**src/rtl/fb_write_ctl.sv**
```systemverilog
// Frame-buffer write controller: buffers PPU pixels and streams them to the frame buffer in raster order, or fills the buffer with one code.
// Latency: a pixel accepted into an empty buffer is written two clock edges later; steady-state throughput is one pixel per cycle.
// Backpressure: pix_ready is low when the buffer is full, while a clear is pending or running, during frame_start, and during reset.
module fb_write_ctl #(
    parameter int FIFO_DEPTH = 4,
    parameter int FB_W       = 256,
    parameter int FB_H       = 240
) (
    input  logic       ppu_ctl_clk,
    input  logic       rst,
    input  logic       pix_valid,
    input  logic [5:0] pix_code,
    output logic       pix_ready,
    input  logic       frame_start,
    input  logic       clr_req,
    input  logic [5:0] clr_code,
    output logic       clr_busy,
    output logic       clr_done,
    output logic [7:0] fb_ptr_x,
    output logic [7:0] fb_ptr_y,
    output logic [5:0] fb_DI,
    output logic       fb_CS,
    output logic       frame_done
);

    localparam int            AW       = $clog2(FIFO_DEPTH);
    localparam logic [AW:0]   CNT_FULL = (AW+1)'(FIFO_DEPTH);
    localparam logic [7:0]    X_LAST   = 8'(FB_W - 1);
    localparam logic [7:0]    Y_LAST   = 8'(FB_H - 1);

    // Controller states: streaming pixels, or filling the whole buffer.
    localparam logic [0:0]    ST_RUN   = 1'b0;
    localparam logic [0:0]    ST_CLEAR = 1'b1;

    // Control state
    logic [0:0]    state_q, state_d;
    logic          clr_pend_q, clr_pend_d;
    logic [5:0]    clr_code_q, clr_code_d;
    logic [7:0]    sx_q, sx_d;
    logic [7:0]    sy_q, sy_d;

    // Pixel buffer
    logic [5:0]    mem_q [FIFO_DEPTH];
    logic [AW-1:0] wr_ptr_q, wr_ptr_d;
    logic [AW-1:0] rd_ptr_q, rd_ptr_d;
    logic [AW:0]   cnt_q, cnt_d;

    // Stage between buffer pop and the frame-buffer output register
    logic          stg_vld_q, stg_vld_d;
    logic [5:0]    stg_code_q, stg_code_d;
    logic [7:0]    stg_x_q, stg_x_d;
    logic [7:0]    stg_y_q, stg_y_d;
    logic          stg_last_q, stg_last_d;

    // Registered frame-buffer outputs
    logic          cs_q, cs_d;
    logic [5:0]    di_q, di_d;
    logic [7:0]    px_q, px_d;
    logic [7:0]    py_q, py_d;
    logic          fdone_q, fdone_d;
    logic          cdone_q, cdone_d;

    // Decoded conditions
    logic          in_run;
    logic          fifo_empty;
    logic          fifo_full;
    logic          push;
    logic          pop;
    logic          flush;
    logic          clr_accept;
    logic          clr_enter;
    logic          x_last;
    logic          y_last;
    logic          at_last;
    logic [7:0]    nx;
    logic [7:0]    ny;

    assign in_run     = (state_q == ST_RUN);
    assign fifo_empty = (cnt_q == '0);
    assign fifo_full  = (cnt_q == CNT_FULL);

    // A pixel offered together with frame_start is refused, so the flush never races a push.
    assign pix_ready  = !rst && in_run && !fifo_full && !clr_pend_q && !frame_start;
    assign push       = pix_valid && pix_ready;
    assign flush      = in_run && frame_start;
    assign pop        = in_run && !flush && !fifo_empty;

    // clr_busy low implies RUN, so a request is taken only when idle in RUN.
    assign clr_busy   = clr_pend_q || !in_run;
    assign clr_accept = clr_req && !clr_busy;
    // A pending clear starts once every queued pixel has left the buffer.
    assign clr_enter  = in_run && clr_pend_q && fifo_empty;

    assign x_last     = (sx_q == X_LAST);
    assign y_last     = (sy_q == Y_LAST);
    assign at_last    = x_last && y_last;

    // Raster successor of the current position, shared by stream and clear.
    always_comb begin
        nx = sx_q + 8'd1;
        ny = sy_q;
        if (x_last) begin
            nx = 8'd0;
            ny = y_last ? 8'd0 : (sy_q + 8'd1);
        end
    end

    // Buffer pointer and occupancy bookkeeping; frame_start discards everything queued.
    always_comb begin
        wr_ptr_d = wr_ptr_q;
        rd_ptr_d = rd_ptr_q;
        cnt_d    = cnt_q;
        if (flush) begin
            wr_ptr_d = '0;
            rd_ptr_d = '0;
            cnt_d    = '0;
        end else begin
            if (push) begin
                wr_ptr_d = wr_ptr_q + AW'(1);
            end
            if (pop) begin
                rd_ptr_d = rd_ptr_q + AW'(1);
            end
            case ({push, pop})
                2'b10:   cnt_d = cnt_q + (AW+1)'(1);
                2'b01:   cnt_d = cnt_q - (AW+1)'(1);
                default: cnt_d = cnt_q;
            endcase
        end
    end

    // State, pending-clear flag and the shared position counters.
    always_comb begin
        state_d    = state_q;
        clr_pend_d = clr_pend_q;
        clr_code_d = clr_code_q;
        sx_d       = sx_q;
        sy_d       = sy_q;
        if (!in_run) begin
            // Clearing: one address per cycle; frame_start and clr_req are ignored here.
            sx_d = nx;
            sy_d = ny;
            if (at_last) begin
                state_d    = ST_RUN;
                clr_pend_d = 1'b0;
            end
        end else begin
            if (clr_accept) begin
                clr_pend_d = 1'b1;
                clr_code_d = clr_code;
            end
            if (flush || clr_enter) begin
                sx_d = 8'd0;
                sy_d = 8'd0;
            end else if (pop) begin
                sx_d = nx;
                sy_d = ny;
            end
            if (clr_enter) begin
                state_d = ST_CLEAR;
            end
        end
    end

    // The popped pixel picks up its address here, so counters advance exactly once per pixel.
    always_comb begin
        stg_vld_d  = pop;
        stg_code_d = mem_q[rd_ptr_q];
        stg_x_d    = sx_q;
        stg_y_d    = sy_q;
        stg_last_d = at_last;
    end

    // Select the write for this edge: clear fill, staged pixel, or nothing.
    always_comb begin
        cs_d    = 1'b0;
        di_d    = di_q;
        px_d    = px_q;
        py_d    = py_q;
        fdone_d = 1'b0;
        cdone_d = 1'b0;
        if (!in_run) begin
            cs_d    = 1'b1;
            di_d    = clr_code_q;
            px_d    = sx_q;
            py_d    = sy_q;
            cdone_d = at_last;
        end else if (!flush && stg_vld_q) begin
            cs_d    = 1'b1;
            di_d    = stg_code_q;
            px_d    = stg_x_q;
            py_d    = stg_y_q;
            fdone_d = stg_last_q;
        end
    end

    // Pixel storage; contents are meaningless while empty, so no reset is needed.
    always_ff @(posedge ppu_ctl_clk) begin
        if (push) begin
            mem_q[wr_ptr_q] <= pix_code;
        end
    end

    // All control and output registers, with synchronous reset that also aborts a clear.
    always_ff @(posedge ppu_ctl_clk) begin
        if (rst) begin
            state_q    <= ST_RUN;
            clr_pend_q <= 1'b0;
            clr_code_q <= 6'd0;
            sx_q       <= 8'd0;
            sy_q       <= 8'd0;
            wr_ptr_q   <= '0;
            rd_ptr_q   <= '0;
            cnt_q      <= '0;
            stg_vld_q  <= 1'b0;
            stg_code_q <= 6'd0;
            stg_x_q    <= 8'd0;
            stg_y_q    <= 8'd0;
            stg_last_q <= 1'b0;
            cs_q       <= 1'b0;
            di_q       <= 6'd0;
            px_q       <= 8'd0;
            py_q       <= 8'd0;
            fdone_q    <= 1'b0;
            cdone_q    <= 1'b0;
        end else begin
            state_q    <= state_d;
            clr_pend_q <= clr_pend_d;
            clr_code_q <= clr_code_d;
            sx_q       <= sx_d;
            sy_q       <= sy_d;
            wr_ptr_q   <= wr_ptr_d;
            rd_ptr_q   <= rd_ptr_d;
            cnt_q      <= cnt_d;
            stg_vld_q  <= stg_vld_d;
            stg_code_q <= stg_code_d;
            stg_x_q    <= stg_x_d;
            stg_y_q    <= stg_y_d;
            stg_last_q <= stg_last_d;
            cs_q       <= cs_d;
            di_q       <= di_d;
            px_q       <= px_d;
            py_q       <= py_d;
            fdone_q    <= fdone_d;
            cdone_q    <= cdone_d;
        end
    end

    assign fb_CS      = cs_q;
    assign fb_DI      = di_q;
    assign fb_ptr_x   = px_q;
    assign fb_ptr_y   = py_q;
    assign frame_done = fdone_q;
    assign clr_done   = cdone_q;

    // Structural invariants: completion pulses only ride on a write, and never together.
    a_fdone_cs: assert property (@(posedge ppu_ctl_clk) disable iff (rst) frame_done |-> fb_CS);
    a_cdone_cs: assert property (@(posedge ppu_ctl_clk) disable iff (rst) clr_done |-> fb_CS);
    a_pulse_ex: assert property (@(posedge ppu_ctl_clk) disable iff (rst) !(frame_done && clr_done));
    a_cnt_rng:  assert property (@(posedge ppu_ctl_clk) disable iff (rst) cnt_q <= CNT_FULL);

endmodule
```
**config.mk**
```make
export PLATFORM = sky130hd
export DESIGN_NAME = fb_write_ctl
export DESIGN_NICKNAME = d
export VERILOG_FILES = /design/src/rtl/fb_write_ctl.sv
export SDC_FILE = /design/constraint.sdc
export NUM_CORES = 1
export LEC_CHECK = 0
export ABC_AREA = 1
export CAP_MARGIN = 20
export CORE_MARGIN = 5
export CORE_UTILIZATION = 53
export DETAILED_ROUTE_END_ITERATION = 8
export PLACE_DENSITY_LB_ADDON = 0.25
export SLEW_MARGIN = 15
export SYNTH_ARGS = -nofsm -noshare
export SYNTH_HDL_FRONTEND = slang
export SYNTH_SLANG_ARGS = --single-unit
```
**constraint.sdc**
```tcl
create_clock -name ppu_ctl_clk -period 4.7 [get_ports ppu_ctl_clk]
set_input_delay 0.47 -clock ppu_ctl_clk [delete_from_list [all_inputs] [get_ports ppu_ctl_clk]]
set_output_delay 0.47 -clock ppu_ctl_clk [all_outputs]
set_load 0.1 [all_outputs]
```
**Word-level counts from Yosys, hierarchy flattened**

Memories as Yosys holds them, arrays and structs flattened. A register that Yosys moved wholly into a read port is not among the register bits.
Cells that the tools add are included.

- Flip-flop bits (word level): 74
- Bits in latches: 0
- Bits in writable memories: 24
- Bits in read-only memories: 0
- Input port bits: 17
- Output and inout bits: 27
- Word-level logic and storage cells: 91
- Memories kept: 1

Memories:

| memory | depth | width | read ports | clocked after memory_dff | write ports | RTL line | source |
|---|---|---|---|---|---|---|---|
| mem_q | 4 | 6 | 1 | 1 | 1 | 43 | `logic [5:0] mem_q [FIFO_DEPTH];` |

- $add $sub $neg: 6
- Multipliers: 0
- Divide/modulo/power cells: 0
- Order comparisons: 0
- Eq/ne operators: 6
- Shifts and indexed selects: 0
- Multiplexer cells: 26
- Bitwise gates (word level): 2
- Reduce and logical (&&, ||, !) cells: 32

Operators by type and width:

| operator | number |
|---|---|
| $mux 8 | 13 |
| $add 8x1->8 const B | 2 |
| $eq 8x8->1 const B | 2 |
| $logic_and 1x1->1 | 13 |
| $mux 6 | 2 |
| $mux 1 | 10 |
| $logic_not 1->1 | 7 |
| $pmux 3 s2 | 1 |
| $reduce_bool 2->1 | 3 |
| $add 2x1->2 const B | 2 |
| $reduce_and 2->1 | 2 |
| $reduce_or 2->1 | 2 |
| $add 3x1->3 const B | 1 |
| $eq 3x3->1 const B | 1 |
| $logic_not 3->1 | 1 |
| $reduce_bool 3->1 | 1 |
| $reduce_or 3->1 | 1 |
| $sub 3x1->3 const B | 1 |
| $eq 2x1->1 const B | 1 |
| $eq 2x2->1 const B | 1 |
| $logic_or 1x1->1 | 2 |
| $ne 2x1->1 const B | 1 |
| $not 1->1 | 2 |

**Logic depth before layout (Yosys ltp)**

Gate-level depths: netlist of the first run.

- Depth in word-level cells: 8
- Mapped depth: 12
- Depth with buffers taken out: 12

**Worst setup path before layout of the first run**

OpenSTA, ideal clock, no wires.

- Kind: input -> register
- Start: input frame_start
- End: register cnt_q[1]
- Library setup time: 0.064 ns
- Data arrival time: 2.693 ns
- Data required time: 4.636 ns
- Path slack: 1.942 ns
- Stages: 10
- Buffers on the path: 0
- Cell sequence: nor2_8 > nand2_4 > nor2_2 > nand2_2 > ha_1 > inv_1 > fa_1 > nor2_1 > a21oi_1 > nor2_1

- Elaborated cells on any way between the ends: 12
- Classes of those cells: eq/ne (2); mux (1); reduce/logical (9)

RTL lines:

| element | RTL line | source |
|---|---|---|
| start: declaration | 14 | `input logic frame_start,` |
| $logic_not 1->1 * | 83 | `assign pix_ready = !rst && in_run && !fifo_full && !clr_pend_q && !frame_start;` |
| $logic_and 1x1->1 * | 83 |  |
| named net pix_ready | 13 | `output logic pix_ready,` |
| $logic_and 1x1->1 * | 84 | `assign push = pix_valid && pix_ready;` |
| $eq 2x1->1 / $eq 2x2->1 (equally long branches) | 124 | `case ({push, pop})` |
| $pmux 3 s2 / $reduce_bool 2->1 (equally long branches) | n/a |  |
| end signal: assignment | 234 | `cnt_q <= cnt_d;` |
| end: declaration | 46 | `logic [AW:0] cnt_q, cnt_d;` |

Mark *: on every way through the listed nets, which the timed path passes. The rest lies on a longest branch.
A chain may end at the register's enable or synchronous reset.

**Worst setup path in the final report of the first run**

- Start: input frame_start
- End: output pix_ready

- Word-level cells in the longest chain between the ends: 2

RTL lines:

| element | RTL line |
|---|---|
| $logic_not 1->1 | 83 |
| $logic_and 1x1->1 | 83 |
| end: declaration | 13 |

No other way between the ends.

==> results of run 1 <==
==> logic make-up (layout without fill, tap and decap cells) <==
kind of cell	after synthesis	in the layout	synth area share (%)
flops	104	104	54.7
simple gates	237	237	24.8
compound gates	80	80	10.5
xor+xnor	2	2	0.413
fa+ha+maj	8	8	2.54
buf+inv	75	119	6.99
==> registers in the layout, indices dropped and copies added, names as in the netlist, 2 cells and up <==
name,flops
rd_ptr_q,2
stg_x_d,8
fb_DI,6
fb_ptr_x,8
fb_ptr_y,8
wr_ptr_q,2
stg_x_q,8
mem_q,24
clr_code_q,6
stg_code_q,6
stg_y_q,8
stg_y_d,8
cnt_q,3
==> cell usage in the layout, fill, tap and decap left out <==
| cell type | instances |
|---|---|
| a21oi_1 | 18 |
| a21oi_2 | 1 |
| a31oi_1 | 22 |
| buf_2 | 1 |
| buf_4 | 3 |
| buf_6 | 1 |
| clkbuf_8 | 9 |
| clkdlybuf4s50_1 | 42 |
| clkinv_1 | 1 |
| clkinv_4 | 3 |
| clkinvlp_2 | 1 |
| dfxtp_1 | 80 |
| edfxtp_1 | 24 |
| fa_1 | 1 |
| ha_1 | 7 |
| inv_1 | 49 |
| inv_2 | 7 |
| inv_6 | 1 |
| inv_8 | 1 |
| nand2_1 | 97 |
| nand2_2 | 2 |
| nand2_4 | 3 |
| nand3_1 | 34 |
| nand3_2 | 1 |
| nand3_4 | 1 |
| nand4_1 | 3 |
| nor2_1 | 84 |
| nor2_2 | 3 |
| nor2_4 | 2 |
| nor2_8 | 2 |
| nor3_1 | 4 |
| nor3_2 | 1 |
| o21ai_0 | 25 |
| o21ai_1 | 8 |
| o21bai_1 | 6 |
| xor2_1 | 2 |
==> metal layers <==
metal,vias to the layer above,wire (µm)
met1,1533,3750
met4,0,57
li1,1718,-
met5,-,0
met3,7,424
met2,83,4540
==> worst min-delay path: stages (launching register included) <==
cell and delay [ns]:
dfxtp_1 0.31, nand2_1 0.08, nor2_1 0.05
==> worst min-delay path by stage <==
stage | end | cells after the start | startpoint
finish | frame_done | 2 | stg_last_q
global route | frame_done | 2 | stg_last_q
CTS | frame_done | 2 | stg_last_q
detailed placement | frame_done | 2 | stg_last_q
global placement | fb_ptr_y[3] | 2 | fb_ptr_y[3]
floorplan | frame_done | 2 | stg_last_q
==> final cells by class <==
class                      count  area share (%)
sequential                   104            47.2
multi-input combinational    327            33.0
clock inverter                 7            1.12
inverter                      56            4.27
tap                          102            2.59
timing repair buffer          47            9.33
clock buffer                   9            2.52
==> power by group <==
group	internal (µW)	switching, µW
clock	198	308
sequential	931	10.6
combinational	54.0	135
total	1180	453
==> stage by stage <==
stage               cell area, µm²  hold WS, ns  power [µW]  util [%]  instances
floorplan                     4240        0.410        1100         -        506
global placement              4730        0.467        1150      60.9        635
detailed placement            4730        0.457        1150      60.9        635
CTS                           4910        0.467        1650      63.2        651
global route                  4920        0.484        1700      63.4        652
finish                        4920        0.467        1640      63.4        652
==> metrics.md, run 1 <==
| Metric | Value |
|---|---|
| Initial antenna violation count | 0 |
| Routed wire length | 8.78 mm |
| Cell with the most instances after synthesis | nand2_1 |
| Post-synth top area cell | dfxtp_1 |
| Synth Flop Type | dfxtp_1 |
| Number of distinct library cells after synthesis | 30 |
| Hold Crit Class | register to register |
| Internal reg-to-reg setup slack | 2.32 ns |
| P_leak | 0.00180 µW |
| GR Util met2 | 32.1% |
| Most frequent cells after synthesis | nand2_1, nor2_1, dfxtp_1 |
| Wire per inst | 13.5 µm |
| DP HPWL | 6.33 mm |
| CTS tree | built |
| Worst Tran Pin Value | 1.00 ns |
| Full die area | 9900 µm² |
| Unrepaired setup endpoints after global routing | no |
| Number of synthesized register bits | 104 |
| Final Setup Violations | 0 |
| DRC | 0 |
| Post-CTS Resized | 0 |
| GR Overflow Total | 0 |
| Post-synth ARST share | 0% |
| Most Crowded Layer GR | met2 |
| Level count of the clock H-tree | 3 |
| Die extent in x | 99.5 µm |
| Drt pass-1 iters | 5 |
| Power density over the cells | 332 nW/µm² |
| VDD IR max | 254 µV |
| Reg2reg start | state_q |
| Yosys warnings | 0 |
| Core Rows | 32 |
| Req. time, crit path | 4.23 ns |
| Mapped Area | 4240 µm² |
| Setup repair bufs after CTS | 0 |
| DR vias | 3,341 |
| Final worst slack | 1.45 ns |
| Total track usage | 18.7% |
| CP max-delay cell | clkdlybuf4s50_1 |
| Max-cap violations | 0 |
| Largest delay contributor family on the critical path | buffers and inverters |
| Worst Setup End Kind | output port |
| Syn Nets | 531 |
| CP Depth | 5 |
| Num CTS Buffers | 9 |
| Area of the multi-input gates | 1630 µm² |
| Crit path buf inv count | 2 |
| PortBufs | 43 |
| EDFF count, synth | 24 |
| CP Max Fanout | 24 |
| Synth top area share | 37.7% |
| CTS Root Buffer Type | clkbuf_8 |
| Area growth, synth to finish | 16.0% |
| Sequential share of the synthesized area | 54.7% |
| Status | completed |
| Die extent in y | 99.5 µm |
| CP endpoint | pix_ready |
| # IOs | 44 |
| Post-CTS Hold Buffers | 0 |
| Endpoints failing hold | 0 |
| Nets | 570 |
| Crit-path cells | clkdlybuf4s50_1 -> nor2_8 -> nand2_4 -> nor2_2 -> clkdlybuf4s50_1 |
| Reg2reg path depth | 12 |
| Final Skew | 0.0111 ns |
| Final min period | 3.25 ns |
| Syn Inst Count | 506 |
| Worst Path Class, Setup | primary input to output port |
| Clk Latency, worst-skew pair | 0.36 ns |
| Pre-CTS setup slack | 1.44 ns |
| Fill count | 681 |
| Layout cells sized above 1 | 7.82% |
| Register Area | 2320 µm² |
| Clk slew on worst S/H paths | 0.10 ns |
| Max incr delay on CP | 1.15 ns |
| Avg Inst Size Synth | 8.39 µm² |
| Clk sinks | 104 |
| CP Data Arrival Time | 2.78 ns |
| Core Area | 7770 µm² |
| Setup tns final | 0 ns |
| R2r endpoint | cnt_q[2] |
| FMAX | 308 MHz |
| CP most frequent cell | clkdlybuf4s50_1 |
| Slew margin rel. | 33.1% |
| Largest net degree at the start of global routing | 56 |
| CTS max path bufs | 2 |
| Worst Setup SP | frame_start |
| Post-route ant nets | 0 |
| Initial Utilization | 54.6% |
| CP startpoint kind | primary input |
| Crit share post-route | 69.2% |
| Pins over their slew limit | 0 |
| Met1 Track Usage GR | 23.7% |
| M3 GR Usage | 3.93% |
| Antenna Cells | 0 |
| First-pass GRT wire length | 15.0 mm |
| DR iter-0 viols | 175 |
| Routability cong. | 0.882 |
| Top cells by area, synth | dfxtp_1, edfxtp_1, nand2_1 |
| Vias in the first global route | 3,203 |
| Via density | 5.12 |
Note: power is estimated with default switching activity, not from simulation.
==> inputs of run 2 (changes only) <==
--- a/config.mk
+++ b/config.mk
@@ -8,7 +8,7 @@
 export ABC_AREA = 1
 export CAP_MARGIN = 20
 export CORE_MARGIN = 5
-export CORE_UTILIZATION = 53
+export CORE_UTILIZATION = 51
 export DETAILED_ROUTE_END_ITERATION = 8
 export PLACE_DENSITY_LB_ADDON = 0.25
 export SLEW_MARGIN = 15
==> constraint.sdc (replaced) <==
create_clock -name ppu_ctl_clk -period 2.8 [get_ports ppu_ctl_clk]
set_input_delay 0.28 -clock ppu_ctl_clk [delete_from_list [all_inputs] [get_ports ppu_ctl_clk]]
set_output_delay 0.28 -clock ppu_ctl_clk [all_outputs]
set_load 0.1 [all_outputs]
==> run 2 against run 1 <==
Effect of this change:
- register-to-register slack lost 1.6 ns
- non-clock buffer count grew 3
- global-route usage shrank 0.39 points
- final cell count grew 0.92%
- clock skew grew 0.0013 ns
- die area grew 3.5%
- total power grew 77%
- largest power group unchanged
==> metrics.md, run 2 (synthesis gave the netlist of run 1 again) <==
| Metric | Value |
|---|---|
| CP startpoint kind | primary input (unchanged) |
| Total track usage | 18.3% (was 18.7%) |
| Core Rows | 33 (was 32) |
| CP most frequent cell | nor2_1 (was clkdlybuf4s50_1) |
| Hold_ws | 0.365 ns (was 0.467 ns) |
| CP endpoint | cnt_q[1] (was pix_ready) |
| Worst Setup End Kind | register (was output port) |
| Crit path buf inv count | 2 (unchanged) |
| First-pass GRT wire length | 15.1 mm (was 15.0 mm) |
| Largest net degree at the start of global routing | 56 (unchanged) |
| DR vias | 3,340 (was 3,341) |
| Endpoints failing hold | 0 (unchanged) |
| # IOs | 44 (unchanged) |
| Post-CTS Resized | 0 (unchanged) |
| Die extent in x | 101 µm (was 99.5 µm) |
| Worst Tran Pin Value | 0.565 ns (was 1.00 ns) |
| Most frequent cells in the layout | nand2_1, nor2_1, dfxtp_1 (unchanged) |
| Status | completed (unchanged) |
| CP Depth | 11 (was 5) |
| Crit share post-route | 78.4% |
| Layout cells sized above 1 | 13.4% (was 7.82%) |
| DR iter-0 viols | 165 (was 175) |
| Setup tns final | 0 ns (unchanged) |
| CP max-delay cell | clkdlybuf4s50_1 (unchanged) |
| Initial antenna violation count | 0 (unchanged) |
| Core Area | 8180 µm² (was 7770 µm²) |
| Drt pass-1 iters | 5 (unchanged) |
| Die extent in y | 101 µm (was 99.5 µm) |
| Routability cong. | 0.896 (was 0.882) |
| Num CTS Buffers | 9 (unchanged) |
| CTS max path bufs | 2 (unchanged) |
| Placed cell area | 4710 µm² (was 4730 µm²) |
| Reg2reg path depth | 10 (was 12) |
| VDD IR max | 355 µV (was 254 µV) |
| Area of the multi-input gates | 1630 µm² (unchanged) |
| Full die area | 10,200 µm² (was 9900 µm²) |
| Clk sinks | 104 (unchanged) |
| Design Area, Final | 4930 µm² (was 4920 µm²) |
| Hold Crit Class | primary input to register (was register to register) |
| Largest delay contributor family on the critical path | simple AND/OR/NAND/NOR gates (was buffers and inverters) |
| Antenna Cells | 0 (unchanged) |
| Post-CTS Hold Buffers | 0 (unchanged) |
| FMAX | 455 MHz |
| Final Util | 60.3% (was 63.4%) |
| Nets | 573 (was 570) |
| Final Skew | 0.0125 ns (was 0.0111 ns) |
| Worst Setup SP | frame_start (unchanged) |
| Unrepaired setup endpoints after global routing | no (unchanged) |
| CP Max Fanout | 9 (was 24) |
| CTS Root Buffer Type | clkbuf_8 (unchanged) |
| DP HPWL | 6.25 mm (was 6.33 mm) |
| Req. time, crit path | 3.11 ns (was 4.23 ns) |
| Max-cap violations | 0 (unchanged) |
| Max incr delay on CP | 0.56 ns (was 1.15 ns) |
| Reg2reg start | state_q (unchanged) |
| Internal reg-to-reg setup slack | 0.74 ns (was 2.32 ns) |
| Slew margin rel. | 62.3% (was 33.1%) |
| Area growth, synth to finish | 16.1% (was 16.0%) |
| PortBufs | 43 (unchanged) |
| P_leak | 0.00189 µW (was 0.00180 µW) |
| Max reg flops | 24 (unchanged) |
| Vias in the first global route | 3,232 (was 3,203) |
| Clk Latency, worst-skew pair | 0.37 ns (was 0.36 ns) |
| CP Data Arrival Time | 2.50 ns (was 2.78 ns) |
| R2r endpoint | cnt_q[1] (was cnt_q[2]) |
| Setup repair bufs after CTS | 0 (unchanged) |
| Post-route ant nets | 0 (unchanged) |
| Biggest register | mem_q (unchanged) |
| CTS tree | built (unchanged) |
| Worst Path Class, Setup | primary input to register (was primary input to output port) |
| Level count of the clock H-tree | 3 (unchanged) |
| Via density | 5.08 (was 5.12) |
| Register Area | 2320 µm² (unchanged) |
| Power density over the cells | 587 nW/µm² (was 332 nW/µm²) |
| Final min period | 2.20 ns |
| Crit-path cells | clkdlybuf4s50_1 -> nor2_8 -> nand2_4 -> nor2_2 -> nand2_2 -> ha_1 -> inv_1 -> fa_1 -> nor2_1 -> a21oi_1 -> nor2_1 (was clkdlybuf4s50_1 -> nor2_8 -> nand2_4 -> nor2_2 -> clkdlybuf4s50_1) |
| Clk slew on worst S/H paths | 0.10 ns (about the same) |
| DRC | 0 (unchanged) |
| GR Overflow Total | 0 (unchanged) |
| Fill count | 735 (was 681) |
| Total design power | 2890 µW (was 1640 µW) |
| Routed wire length | 8.76 mm (was 8.78 mm) |
| Final Setup Violations | 0 (unchanged) |
| Commonest non-fill, non-tap cell in the layout | nand2_1 (unchanged) |
| Wire per inst | 13.3 µm (was 13.5 µm) |
| Pins over their slew limit | 0 (unchanged) |
| Initial Utilization | 51.9% (was 54.6%) |
run 2: changes by cell type in the layout (fill, tap and decap cells not counted), sizes merged:
cell	previous run	this run
clkinv	4	1
buf	5	35
bufinv	0	1
clkdlybuf4s50	42	15
clkinvlp	1	0
inv	58	61
run 2: final cells by class:
class,instances,area share [%]
sequential,104,47.1
multi-input combinational,327,33.0
timing repair buffer,50,8.58
inverter,56,4.27
tap,105,2.67
clock buffer,9,2.51
clock inverter,7,1.88
run 2: worst min-delay path by stage:
| stage | endpoint | slack (ns) | startpoint | depth (start not counted) |
|---|---|---|---|---|
| 2_1_floorplan | mem_q[0][0] | 0.38 | pix_code[0] | 0 |
| 3_3_place_gp | frame_done | 0.43 | stg_last_q | 2 |
| 3_5_place_dp | frame_done | 0.42 | stg_last_q | 2 |
| 4_1_cts | stg_y_d[7] | 0.36 | rst | 5 |
| 5_1_grt | stg_y_d[7] | 0.38 | rst | 5 |
| 6_report | stg_y_d[7] | 0.36 | rst | 5 |
run 2: metrics by stage:
stage          worst slack [ns]  cells
6_report                  0.604    658
5_1_grt                   0.454    658
4_1_cts                   0.616    658
3_5_place_dp              0.233    642
3_3_place_gp              0.348    642
2_1_floorplan            0.0568    506
run 2: worst min-delay path, cell delays in order:
cell and delay (ns):
buf_2 0.09, inv_1 0.04, buf_4 0.18, nand2_1 0.08, a21oi_1 0.03
run 2: layer usage:
layer / GRT usage [%] / wire, µm
met1: 23.7 / 3980
met2: 30.2 / 4170
met5: 0 / 0
met4: 5.93 / 171
met3: 4.41 / 436
run 2: where the power goes:
group	switching, µW	internal [µW]
sequential	19.8	1560
clock	547	443
combinational	225	94.0
==> inputs of run 3 (changes only) <==
==> constraint.sdc (replaced) <==
create_clock -name ppu_ctl_clk -period 1.95 [get_ports ppu_ctl_clk]
set_input_delay 0.195 -clock ppu_ctl_clk [delete_from_list [all_inputs] [get_ports ppu_ctl_clk]]
set_output_delay 0.195 -clock ppu_ctl_clk [all_outputs]
set_load 0.1 [all_outputs]
==> run 3 against run 2 <==
Effect of this change:
- die area did not move
- clock-buffer cell count did not move
- combinational power rose by 59%
- clock power rose by 36%
- register-to-register slack got worse by 0.61 ns
- worst hold slack got worse by 0.083 ns
- core utilization rose by 2.1 points
- total power rose by 43%
- routed wire length rose by 3.9%
==> metrics.md, run 3 (synthesis gave the netlist of run 1 again) <==
| Metric | Value |
|---|---|
| Routability cong. | 0.887 (was 0.896) |
| Max incr delay on CP | 0.57 ns (was 0.56 ns) |
| Nets | 590 (was 573) |
| Pre-CTS setup slack | -0.271 ns (was 0.233 ns) |
| Max-cap violations | 0 (unchanged) |
| Level count of the clock H-tree | 3 (unchanged) |
| Total design power | 4140 µW (was 2890 µW) |
| Status | completed (unchanged) |
| Worst Tran Pin Value | 0.570 ns (was 0.565 ns) |
| Core Area | 8180 µm² (unchanged) |
| Placed cell area | 4870 µm² (was 4710 µm²) |
| Wire per inst | 13.5 µm (was 13.3 µm) |
| Post-CTS Hold Buffers | 0 (unchanged) |
| DP Cell Count | 657 (was 642) |
| CTS tree | built (unchanged) |
| Final Setup Violations | 0 (unchanged) |
| Most frequent cells in the layout | nand2_1, nor2_1, dfxtp_1 (unchanged) |
| Post-route insts no fill | 675 (was 658) |
| VDD IR max | 426 µV (was 355 µV) |
| Post-route ant nets | 0 (unchanged) |
| Drt pass-1 iters | 4 (was 5) |
| Power density over the cells | 810 nW/µm² (was 587 nW/µm²) |
| PortBufs | 43 (unchanged) |
| Commonest non-fill, non-tap cell in the layout | nand2_1 (unchanged) |
| Routed wire length | 9.10 mm (was 8.76 mm) |
| Full die area | 10,200 µm² (unchanged) |
| DR vias | 3,492 (was 3,340) |
| # IOs | 44 (unchanged) |
| Design Area, Final | 5100 µm² (was 4930 µm²) |
| Final worst slack | 0.123 ns (was 0.604 ns) |
| Crit share post-route | 93.7% |
| CP max-delay cell | clkdlybuf4s50_1 (unchanged) |
| DRC | 0 (unchanged) |
| CTS Root Buffer Type | clkbuf_8 (unchanged) |
| Clk sinks | 104 (unchanged) |
| Via density | 5.17 (was 5.08) |
| DP HPWL | 6.40 mm (was 6.25 mm) |
| CTS max path bufs | 2 (unchanged) |
| FMAX | 547 MHz |
| Area growth, synth to finish | 20.3% (was 16.1%) |
| Final Skew | 0.0113 ns (was 0.0125 ns) |
| DR iter-0 viols | 155 (was 165) |
| First-pass GRT wire length | 15.5 mm (was 15.1 mm) |
| Initial antenna violation count | 0 (unchanged) |
| Internal reg-to-reg setup slack | 0.13 ns (was 0.74 ns) |
| Hold Crit Class | primary input to register (unchanged) |
| CP Max Fanout | 2 (was 9) |
| Final min period | 1.83 ns |
| Pins over their slew limit | 0 (unchanged) |
| Biggest register | mem_q (unchanged) |
| Max reg flops | 24 (unchanged) |
| Die extent in y | 101 µm (unchanged) |
| Antenna Cells | 0 (unchanged) |
| Clk slew on worst S/H paths | 0.11 ns (was 0.10 ns) |
| Endpoints failing hold | 0 (unchanged) |
| Layout cells sized above 1 | 17.4% (was 13.4%) |
| CP Data Arrival Time | 2.09 ns (was 2.50 ns) |
| Total track usage | 18.9% (was 18.3%) |
| Crit-path cells | clkdlybuf4s50_1 -> buf_4 -> nor2_8 -> nand2_4 -> nor2_4 -> nand2_4 -> ha_4 -> inv_2 -> fa_1 -> o21bai_1 -> a21oi_1 -> o21ai_0 -> a21oi_1 (was clkdlybuf4s50_1 -> nor2_8 -> nand2_4 -> nor2_2 -> nand2_2 -> ha_1 -> inv_1 -> fa_1 -> nor2_1 -> a21oi_1 -> nor2_1) |
| GR Overflow Total | 0 (unchanged) |
| Clk Latency, worst-skew pair | 0.38 ns (was 0.37 ns) |
| Slew margin rel. | 62.0% (was 62.3%) |
| Vias in the first global route | 3,508 (was 3,232) |
| P_leak | 0.00199 µW (was 0.00189 µW) |
| CP startpoint kind | primary input (unchanged) |
| Die extent in x | 101 µm (unchanged) |
| Num CTS Buffers | 9 (unchanged) |
| Worst Path Class, Setup | primary input to register (unchanged) |
| Worst Setup End Kind | register (unchanged) |
| Initial Utilization | 51.9% (unchanged) |
| Req. time, crit path | 2.22 ns (was 3.11 ns) |
| Core Rows | 33 (unchanged) |
| Largest net degree at the start of global routing | 56 (unchanged) |
==> run 3: cell count changes in the layout (fill, tap and decap cells not counted), sizes merged <==
| cell | before | now |
|---|---|---|
| clkinvlp | 0 | 1 |
| buf | 35 | 52 |
| bufinv | 1 | 0 |
==> run 3: layer usage <==
| layer | vias up | share of wire (%) | global-route usage, % |
|---|---|---|---|
| met5 | - | 0 | 0 |
| met1 | 1629 | 43 | 22.7 |
| met4 | 0 | 2.0 | 7.57 |
| met2 | 85 | 50 | 32.6 |
| li1 | 1762 | - | - |
| met3 | 16 | 5.0 | 4.75 |
==> run 3: repair_timing <==
item | CTS | global route
pin swaps | 0 | 1
endpoints found under the setup margin | 1 | 1
gates resized for setup | 1 | 6
buffers inserted | 0 | 2
==> run 3: report_power, final <==
group	leakage [µW]	switching, µW	total [µW]	internal, µW
Sequential	0.000867	30.6	2280	2240
Combinational	0.00102	336	507	171
Clock	0.000100	834	1350	519
Total	0.00199	1200	4140	2930
==> run 3: through the flow <==
step | hold slack [ns] | TNS, ns | utilization (%)
final | 0.282 | 0 | 62.4
after global routing | 0.304 | -0.00911 | 62.4
after CTS | 0.274 | 0 | 62.1
after detailed placement | 0.430 | -0.497 | 59.6
after global placement | 0.427 | -0.373 | 59.6
after floorplan | 0.294 | -0.806 | -
==> run 3: final timing paths <==
check,start,to,cells past startpoint
hold / removal,rst,frame_done,5
setup / recovery,frame_start,cnt_q[2],13
hold reg to reg,stg_last_q,frame_done,2
setup reg to reg,cnt_q[0],cnt_q[2],12
==> run 3: final cells by class <==
class | count | area [µm²]
multi-input cells | 327 | 1650
fillers | 727 | 3070
clock buffers | 9 | 124
repair buffers | 67 | 576
well taps | 105 | 131
clock inverters | 7 | 80.1
inverters | 56 | 210
flip-flops and latches | 104 | 2330
==> run 3: critical path, delay by kind of cell <==
family                   cells  cell delay [ns]
AND/OR/NAND/NOR              4             0.22
adder cells (fa/ha/maj)      2             0.49
AO/OA/AOI/OAI                4             0.40
buffers and inverters        3             0.77
